==> config.mk <==
export PLATFORM = sky130hd
export DESIGN_NAME = instr_fetch_flat
export DESIGN_NICKNAME = d
export VERILOG_FILES = /design/src/rtl/instr_fetch_if.sv /design/src/rtl/instr_fetch.sv /design/src/flat_wrapper.sv
export SDC_FILE = /design/constraint.sdc
export NUM_CORES = 1
export LEC_CHECK = 0
export CAP_MARGIN = 20
export CORE_ASPECT_RATIO = 1.1
export CORE_MARGIN = 4
export CORE_UTILIZATION = 45
export DETAILED_ROUTE_END_ITERATION = 12
export GPL_ROUTABILITY_DRIVEN = 0
export MAX_ROUTING_LAYER = met4
export PLACE_DENSITY_LB_ADDON = 0.2
export SYNTH_ARGS = -nofsm -noshare
export SYNTH_HDL_FRONTEND = slang
export SYNTH_SLANG_ARGS = --single-unit
==> constraint.sdc <==
create_clock -name clk -period 5.4 [get_ports clk]
set_input_delay 1.35 -clock clk [delete_from_list [all_inputs] [get_ports clk]]
set_output_delay 1.35 -clock clk [all_outputs]
set_load 0.05 [all_outputs]
==> src/rtl/instr_fetch_if.sv <==
// Fetch-unit bus: instruction-memory handshake, decoder/ALU feedback and fetched-instruction outputs.
// IF_MISALIGN_TRAP_EN adds the sticky misalign flag.
interface instr_fetch_if;
    logic        imem_req;
    logic [31:0] imem_addr;
    logic        imem_ack;
    logic [31:0] imem_rdata;
    logic        stall;
    logic        beq;
    logic        bge;
    logic        zero;
    logic        ge;
    logic [31:0] imm_b;
    logic [31:0] pc;
    logic [31:0] inst;
    logic [6:0]  opcode;
    logic [2:0]  func3;
    logic        inst_valid;
    logic [31:0] retired;
`ifdef IF_MISALIGN_TRAP_EN
    logic        misalign;

    modport master (
        output imem_req, imem_addr, pc, inst, opcode, func3, inst_valid, retired, misalign,
        input  imem_ack, imem_rdata, stall, beq, bge, zero, ge, imm_b
    );
    modport slave (
        input  imem_req, imem_addr, pc, inst, opcode, func3, inst_valid, retired, misalign,
        output imem_ack, imem_rdata, stall, beq, bge, zero, ge, imm_b
    );
`else
    modport master (
        output imem_req, imem_addr, pc, inst, opcode, func3, inst_valid, retired,
        input  imem_ack, imem_rdata, stall, beq, bge, zero, ge, imm_b
    );
    modport slave (
        input  imem_req, imem_addr, pc, inst, opcode, func3, inst_valid, retired,
        output imem_ack, imem_rdata, stall, beq, bge, zero, ge, imm_b
    );
`endif
endinterface

==> src/rtl/instr_fetch.sv <==
// Sequential RV32 instruction fetch: owns the PC, one outstanding imem request, branch-resolved next PC.
// IF_MISALIGN_TRAP_EN: misaligned next PC enters a sticky trap instead of being force-aligned.
module instr_fetch #(
    parameter logic [31:0] RESET_PC = 32'h0000_0000
) (
    input logic           clk,
    input logic           rst,
    instr_fetch_if.master bus
);

`ifdef IF_MISALIGN_TRAP_EN
    typedef enum logic [1:0] {StReset, StFetch, StExec, StTrap} state_e;
`else
    typedef enum logic [1:0] {StReset, StFetch, StExec} state_e;
`endif

    state_e      state_q;
    logic [31:0] pc_q;
    logic [31:0] inst_q;
    logic [31:0] retired_q;
    logic        req_q;
    logic        valid_q;
    logic        taken_d;
    logic [31:0] target_d;
    logic [31:0] next_pc_d;
`ifdef IF_MISALIGN_TRAP_EN
    logic        misalign_q;
`endif

    always_comb begin
        taken_d  = (bus.beq & bus.zero) | (bus.bge & bus.ge);
        target_d = taken_d ? (pc_q + bus.imm_b) : (pc_q + 32'd4);
`ifdef IF_MISALIGN_TRAP_EN
        next_pc_d = target_d;
`else
        next_pc_d = target_d & 32'hFFFF_FFFC;
`endif
    end

    always_ff @(posedge clk) begin
        if (rst) begin
            state_q    <= StReset;
            pc_q       <= RESET_PC;
            inst_q     <= '0;
            retired_q  <= '0;
            req_q      <= 1'b0;
            valid_q    <= 1'b0;
`ifdef IF_MISALIGN_TRAP_EN
            misalign_q <= 1'b0;
`endif
        end else begin
            unique case (state_q)
                StReset: begin
                    state_q <= StFetch;
                    req_q   <= 1'b1;
                end
                StFetch: begin
                    if (bus.imem_ack) begin
                        inst_q  <= bus.imem_rdata;
                        valid_q <= 1'b1;
                        req_q   <= 1'b0;
                        state_q <= StExec;
                    end
                end
                StExec: begin
                    if (!bus.stall) begin
                        pc_q      <= next_pc_d;
                        retired_q <= retired_q + 32'd1;
                        valid_q   <= 1'b0;
`ifdef IF_MISALIGN_TRAP_EN
                        if (next_pc_d[1:0] != 2'b00) begin
                            state_q    <= StTrap;
                            misalign_q <= 1'b1;
                            req_q      <= 1'b0;
                        end else begin
                            state_q <= StFetch;
                            req_q   <= 1'b1;
                        end
`else
                        state_q <= StFetch;
                        req_q   <= 1'b1;
`endif
                    end
                end
`ifdef IF_MISALIGN_TRAP_EN
                StTrap: begin
                    // Sticky until reset
                    req_q      <= 1'b0;
                    valid_q    <= 1'b0;
                    misalign_q <= 1'b1;
                end
`endif
                default: state_q <= StReset;
            endcase
        end
    end

    assign bus.imem_req   = req_q;
    assign bus.imem_addr  = pc_q;
    assign bus.pc         = pc_q;
    assign bus.inst       = inst_q;
    assign bus.opcode     = inst_q[6:0];
    assign bus.func3      = inst_q[14:12];
    assign bus.inst_valid = valid_q;
    assign bus.retired    = retired_q;
`ifdef IF_MISALIGN_TRAP_EN
    assign bus.misalign   = misalign_q;
`endif

endmodule

==> src/flat_wrapper.sv <==
// flat-port wrapper written by rule: the top's interface ports become plain ports
module instr_fetch_flat 
#(
    parameter logic [31:0] RESET_PC = 32'h0000_0000
)
  (clk, rst, bus_imem_req, bus_imem_addr, bus_pc, bus_inst, bus_opcode, bus_func3, bus_inst_valid, bus_retired, bus_imem_ack, bus_imem_rdata, bus_stall, bus_beq, bus_bge, bus_zero, bus_ge, bus_imm_b);
  instr_fetch_if bus_i ();
  input logic clk;
  input logic rst;
  output wire logic [$bits(bus_i.imem_req)-1:0] bus_imem_req;
  output wire logic [$bits(bus_i.imem_addr)-1:0] bus_imem_addr;
  output wire logic [$bits(bus_i.pc)-1:0] bus_pc;
  output wire logic [$bits(bus_i.inst)-1:0] bus_inst;
  output wire logic [$bits(bus_i.opcode)-1:0] bus_opcode;
  output wire logic [$bits(bus_i.func3)-1:0] bus_func3;
  output wire logic [$bits(bus_i.inst_valid)-1:0] bus_inst_valid;
  output wire logic [$bits(bus_i.retired)-1:0] bus_retired;
  input wire logic [$bits(bus_i.imem_ack)-1:0] bus_imem_ack;
  input wire logic [$bits(bus_i.imem_rdata)-1:0] bus_imem_rdata;
  input wire logic [$bits(bus_i.stall)-1:0] bus_stall;
  input wire logic [$bits(bus_i.beq)-1:0] bus_beq;
  input wire logic [$bits(bus_i.bge)-1:0] bus_bge;
  input wire logic [$bits(bus_i.zero)-1:0] bus_zero;
  input wire logic [$bits(bus_i.ge)-1:0] bus_ge;
  input wire logic [$bits(bus_i.imm_b)-1:0] bus_imm_b;
  assign bus_imem_req = bus_i.imem_req;
  assign bus_imem_addr = bus_i.imem_addr;
  assign bus_pc = bus_i.pc;
  assign bus_inst = bus_i.inst;
  assign bus_opcode = bus_i.opcode;
  assign bus_func3 = bus_i.func3;
  assign bus_inst_valid = bus_i.inst_valid;
  assign bus_retired = bus_i.retired;
  assign bus_i.imem_ack = bus_imem_ack;
  assign bus_i.imem_rdata = bus_imem_rdata;
  assign bus_i.stall = bus_stall;
  assign bus_i.beq = bus_beq;
  assign bus_i.bge = bus_bge;
  assign bus_i.zero = bus_zero;
  assign bus_i.ge = bus_ge;
  assign bus_i.imm_b = bus_imm_b;
  instr_fetch #(.RESET_PC(RESET_PC)) u_core (.clk(clk), .rst(rst), .bus(bus_i));
endmodule
==> impl_metrics.yaml, run 1 <==
clock_network:
  clock-sinks: 98
  post-cts-setup-buffers: 0
  hold_buffers: 0
  clkTransAtPathRegs_ps: 70
  cts_max_path_buffers: 2
  tritoncts: "built"
  clockRootBuffer: "clkbuf_16"
  post_cts_resized: 0
  htree_levels: 3
  clock_latency_ps: 340
  numCtsBuffers: 9
worst_hold_path:
  hold_class: "reg2reg"
  min_to: "u_core.bus.inst[15]"
  whs_path_depth: 2
  min_from: "u_core.bus.inst[15]"
route:
  first_pass_iters: 4
  drc: 0
  postRouteAntennaNets: 0
  drt-initial-drc-count: 270
  vias_per_cell: 5.35
  routed_wl_um: 15700
  wire_per_inst_um: 15.2
  dr_total_vias: 5553
yosys:
  async_flop_share_pct: 0
  syn_avg_cell_area_um2: 7.84
  yosys.area.top_type: "dfxtp_1"
  synth-simple-area-share_pct: 26.7
  synth_edf_count: 0
  postSynthRegisterBits: 98
  syn_inst: 729
  synth_xor_area_share_pct: 6.74
  synth_compound_area_share_pct: 16.1
  yosysWarnings: 0
  ys_types: 60
  syn_area_um2: 5720
  synth_top_area_share_pct: 34.3
  yosysSeqAreaShare_pct: 34.3
  synth_top_family_by_area: "simple AND/OR/NAND/NOR gates"
  synth_commonest_cells: "nand2_1 (142), dfxtp_1 (98), a21oi_1 (78)"
  synth_fa_ha_area_share_pct: 6.92
  ys_top_cells_by_area: "dfxtp_1 (34%), nand2_1 (9.3%), a21oi_1 (6.8%)"
  synth_ff_type: "dfxtp_1"
  synth_most_common_cell: "nand2_1"
  synth_mux_area_share_pct: 0.525
critical_path:
  cp.arrival_ps: 4780
  cp.required_ps: 5630
  r2r_end: "u_core.bus.imem_addr[28]"
  criticalPathCategory: "in2reg"
  reg2regPathDepth: 12
  r2r_slack_ps: 2270
  end_kind: "register"
  rr_startpoint: "u_core.bus.imem_addr[2]"
  cp-start-kind: "primary input"
  worst-path-max-fanout: 15
timing:
  tns_ps: 0
  min_period_ps: 4550
  hold_viol: 0
  max_slew.worst_pin.slew_ps: 947
  max_freq_mhz: 220
  slew-limit-headroom_pct: 36.8
  rsz0062_at_grt: "false"
  slew_violations: 0
  whs_ps: 455
  fin_skew_ps: 8.70
  period_share_pct: 84.3
  setup_viol: 0
die:
  coreArea_um2: 12200
  die_y_um: 126
  die_area_um2: 14600
  ios: 212
  core.rowCount: 42
  fp.dieW_um: 115
  start_util_pct: 46.7
pwr:
  pwr_density_cell_nw_per_um2: 212
  leakagePower_uw: 0.00306
  ir_drop_uv: 167
global_route:
  grt_first_pass_wirelength_um: 25500
  grt_max_degree: 61
  grt.overflow.total: 0
  antenna_found_initial: 0
  grt_usage_pct: 21.7
  grt_pass1_vias: 5427
final_layout:
  nets: 981
  diodes: 0
  syn_to_final_growth_pct: 37.9
  fillCellCount: 1082
  final_layout_size_suffix_gt1_share_pct: 4.64
status:
  outcome: "finished, final reports clean"
placed_design:
  dp_hpwl_um: 11800
  io_buffers: 205
flow_run:
  maxCapViolCount: 0
==> report_power, final <==
part / internal (uW) / leakage, uW / switching, uW
logic: 119 / 0.00212 / 171
clock network: 335 / 0.000146 / 297
registers: 738 / 0.000793 / 12.0
total: 1190 / 0.00306 / 480
==> worst max-delay path, stage by stage <==
cell	delay (ps)
clkdlybuf4s50_1	420
a22oi_2	220
buf_4	250
nor2b_1	70
ha_1	370
nand2_1	90
or3_1	380
a211oi_2	250
o21ai_1	140
a2111oi_0	440
nor3_1	170
a311o_1	410
mux2i_1	170
nand2_1	60
==> routing by layer <==
metal  global-route usage (%)  up-vias  routed length (um)
met5                        -        -                   0
met4                     4.90        0                 161
met3                     3.98       16                 912
met2                     37.3      171                7850
met1                     26.4     2623                6820
li1                         -     2743                   -
==> worst max path at each step <==
stage,cells past startpoint,start,slack [ps],to
after global placement,14,bus_beq,560,u_core.bus.imem_addr[28]
after floorplan,16,bus_beq,820,u_core.bus.imem_addr[28]
after CTS,14,bus_beq,860,u_core.bus.imem_addr[28]
after global routing,14,bus_beq,630,u_core.bus.imem_addr[29]
final,14,bus_beq,850,u_core.bus.imem_addr[28]
after detailed placement,14,bus_beq,530,u_core.bus.imem_addr[28]
==> cells by family after synthesis <==
logic type | Yosys count
flops | 98
simple gates | 314
mux | 3
xor+xnor | 44
fa+ha+maj | 31
buf+inv | 88
other cells | 1
compound gates | 150
==> stage by stage <==
step           setup slack (ps)  std cells  instance area [um2]  total power [uW]  utilization (%)
4_1_cts                     865       1037                 7880              1700             64.4
3_3_place_gp                562       1020                 7570              1050             61.8
3_5_place_dp                527       1021                 7590              1060             62.0
2_1_floorplan               819        732                 5730               949                -
6_report                    847       1037                 7880              1670             64.4
5_1_grt                     630       1037                 7880              1750             64.4
==> layout by cell type, fill, tap and decap left out, types with 4 or more instances in the layout <==
| cell type | synthesis | layout |
|---|---|---|
| nor3_1 | 8 | 8 |
| buf_4 | 44 | 6 |
| xnor2_1 | 16 | 16 |
| nand2b_1 | 4 | 4 |
| nand3_1 | 19 | 19 |
| a21o_1 | 16 | 16 |
| o21ai_0 | 15 | 15 |
| a21oi_1 | 78 | 78 |
| clkdlybuf4s50_1 | 0 | 204 |
| nand2_1 | 142 | 142 |
| and3_1 | 15 | 15 |
| inv_1 | 12 | 12 |
| nand4_1 | 9 | 9 |
| conb_1 | 1 | 4 |
| nor2_1 | 43 | 43 |
| nor2b_1 | 33 | 33 |
| a31oi_1 | 10 | 10 |
| clkbuf_16 | 0 | 9 |
| and2_1 | 5 | 5 |
| dfxtp_1 | 98 | 98 |
| xor2_1 | 28 | 28 |
| or3_1 | 10 | 10 |
| nor4b_1 | 5 | 5 |
| ha_1 | 30 | 30 |
==> state kept, by name, indices dropped and copies added, names as in the netlist <==
name and count:
u_core.bus.imem_addr 30, u_core.bus.imem_req 1, u_core.bus.inst 32, u_core.bus.inst_valid 1
u_core.bus.retired 32, u_core.state_q 2
==> final cells by class <==
type / count / area (um2) / area share (%)
flip-flops and latches: 98 / 1960 / 24.9
inverters: 12 / 45.0 / 0.572
multi-input cells: 546 / 3290 / 41.7
well taps: 154 / 193 / 2.44
repair buffers: 211 / 2100 / 26.7
clock buffers: 10 / 239 / 3.03
clock inverters: 6 / 55.1 / 0.699
Power figures use the tool's default switching activity.
==> run 2: changes to the inputs <==
--- a/config.mk
+++ b/config.mk
@@ -8,7 +8,7 @@
 export CAP_MARGIN = 20
 export CORE_ASPECT_RATIO = 1.1
 export CORE_MARGIN = 4
-export CORE_UTILIZATION = 45
+export CORE_UTILIZATION = 41
 export DETAILED_ROUTE_END_ITERATION = 12
 export GPL_ROUTABILITY_DRIVEN = 0
 export MAX_ROUTING_LAYER = met4
==> constraint.sdc (replaced) <==
create_clock -name clk -period 4.13 [get_ports clk]
set_input_delay 1.0325 -clock clk [delete_from_list [all_inputs] [get_ports clk]]
set_output_delay 1.0325 -clock clk [all_outputs]
set_load 0.05 [all_outputs]
==> run 2 against run 1 <==
  * Wire length up 5.8%
  * Critical path depth up 3
  * Design area up 6.6%
  * Setup slack worse by 770 ps
  * Global-route usage down 0.60 points
  * Clock power up 36%
  * Via count up 3.0%
  * Sequential power up 31%
  * Register-to-register slack worse by 950 ps
  * Non-clock buffer count up 51
  * Die area up 9.1%
  * Sequential share of layout area down 1.5 points
  * Largest cell class unchanged
==> impl_metrics.yaml, run 2 (synthesis gave the netlist of run 1 again) <==
status:
  outcome: "finished, final reports clean"
clock_network:
  clkTransAtPathRegs_ps: 70
  clockRootBuffer: "clkbuf_16"
  htree_levels: 3
  cts_max_path_buffers: 2
  tritoncts: "built"
  clock-sinks: 98
  numCtsBuffers: 9
  clock_latency_ps: 340
critical_path:
  cp.arrival_ps: 4330
  worst-path-max-fanout: 7
  rr_startpoint: "u_core.bus.imem_addr[2]"
  end_kind: "register"
  r2r_slack_ps: 1320
  reg2regPathDepth: 12
  r2r_end: "u_core.bus.imem_addr[28]"
  cp.required_ps: 4400
  criticalPathCategory: "in2reg"
  cp-start-kind: "primary input"
global_route:
  gr-usage-met3_pct: 3.35
  antenna_found_initial: 0
  grt_first_pass_wirelength_um: 27500
  gr-usage-met2_pct: 34.7
  busiest_layer: "met2"
  grt.overflow.total: 0
  grt_pass1_vias: 5717
  grt_usage_pct: 21.1
  grt_max_degree: 59
  gr-usage-met1_pct: 26.1
final_layout:
  final_common_cell: "clkdlybuf4s50_1"
  diodes: 0
  nets: 1032
  layout_common_cells: "clkdlybuf4s50_1 (204), nand2_1 (141), dfxtp_1 (98)"
  final_layout_size_suffix_gt1_share_pct: 11.4
  fillCellCount: 1255
  syn_to_final_growth_pct: 47.0
timing:
  hold_viol: 0
  setup_viol: 0
  whs_ps: 455
  min_period_ps: 4050
  max_slew.worst_pin.slew_ps: 787
  fin_skew_ps: 8.06
  max_freq_mhz: 247
  slew-limit-headroom_pct: 47.4
  setup_slack_ps: 77.5
  slew_violations: 0
  period_share_pct: 98.1
  rsz0062_at_grt: "true"
route:
  wire_per_inst_um: 14.9
  vias_per_cell: 5.12
  drt-initial-drc-count: 236
  postRouteAntennaNets: 0
  drc: 0
  routed_wl_um: 16600
  first_pass_iters: 4
  dr_total_vias: 5722
pwr:
  ir_drop_uv: 199
  power_uw: 2250
  leakagePower_uw: 0.00332
  pwr_density_cell_nw_per_um2: 268
worst_hold_path:
  hold_class: "reg2reg"
  min_to: "u_core.bus.inst[16]"
  whs_path_depth: 2
  min_from: "u_core.bus.inst[16]"
die:
  die_area_um2: 15900
  start_util_pct: 42.5
  core.rowCount: 44
  ios: 212
  coreArea_um2: 13400
  fp.dieW_um: 121
  die_y_um: 132
flow_run:
  maxCapViolCount: 0
placed_design:
  dp_hpwl_um: 12500
  io_buffers: 205
  place_ws_ps: -362
[run 2: cell types whose count changed in the layout (fill, tap and decap cells not counted), sizes merged]
cell      delta
clkinv       -3
clkinvlp     +2
buf         +51
bufinv       +1
clkbuf       -1
[run 2: per-stage QoR]
stage,area (um2),instances,utilization [%],TNS [ps]
after global placement,7960,1097,59.3,-1910
after floorplan,5730,732,-,0
final,8400,1117,62.5,0
after global routing,8400,1117,62.5,-172
after CTS,8270,1113,61.6,0
after detailed placement,7970,1098,59.4,-2430
[run 2: worst max-delay path by stage]
stage          startpoint                  endpoint  slack (ps)  cells past startpoint
6_report         bus_zero  u_core.bus.imem_addr[31]          80                     17
2_1_floorplan     bus_beq  u_core.bus.imem_addr[28]          50                     16
3_3_place_gp      bus_beq  u_core.bus.imem_addr[28]        -310                     14
4_1_cts           bus_beq  u_core.bus.imem_addr[28]           3                     15
5_1_grt          bus_zero  u_core.bus.imem_addr[28]         -80                     16
3_5_place_dp      bus_beq  u_core.bus.imem_addr[31]        -360                     15
[run 2: final cells by class]
type	instances	area (um2)	area share [%]
tap	184	230	2.74
clock buffer	9	225	2.68
timing repair buffer	262	2500	29.7
clock inverter	6	71.3	0.849
multi-input combinational	546	3370	40.1
inverter	12	45.0	0.536
sequential	98	1960	23.4
[run 2: layer usage]
layer / vias up / wire length (um)
met2: 181 / 8190
met5: - / 0
met1: 2652 / 7190
met4: 0 / 405
met3: 30 / 857
li1: 2859 / -
[run 2: timing repair]
| action | CTS | global route |
|---|---|---|
| hold buffers | 0 | 0 |
| pin swaps | 0 | 15 |
| gates cloned | 0 | 1 |
| gates resized for setup | 1 | 25 |
| endpoints found under the setup margin | 1 | 10 |
| buffers inserted | 0 | 3 |
[run 2: worst max-delay path, cell delays in order]
cell	delay, ps
clkdlybuf4s50_1	420
a22oi_2	210
buf_6	150
buf_6	140
buf_4	110
nor2b_1	40
ha_1	360
buf_4	130
nand3_1	60
nor2_1	200
o21bai_4	90
a211oi_4	240
or4_4	170
nand3_2	70
and4_2	250
or4_1	500
a21oi_2	130
[run 2: report_power, final]
part           leakage (uW)  switching, uW  internal [uW]  total, uW
clock              0.000139            385            473        858
combinational       0.00238            234            178        412
sequential         0.000793           16.2            965        981
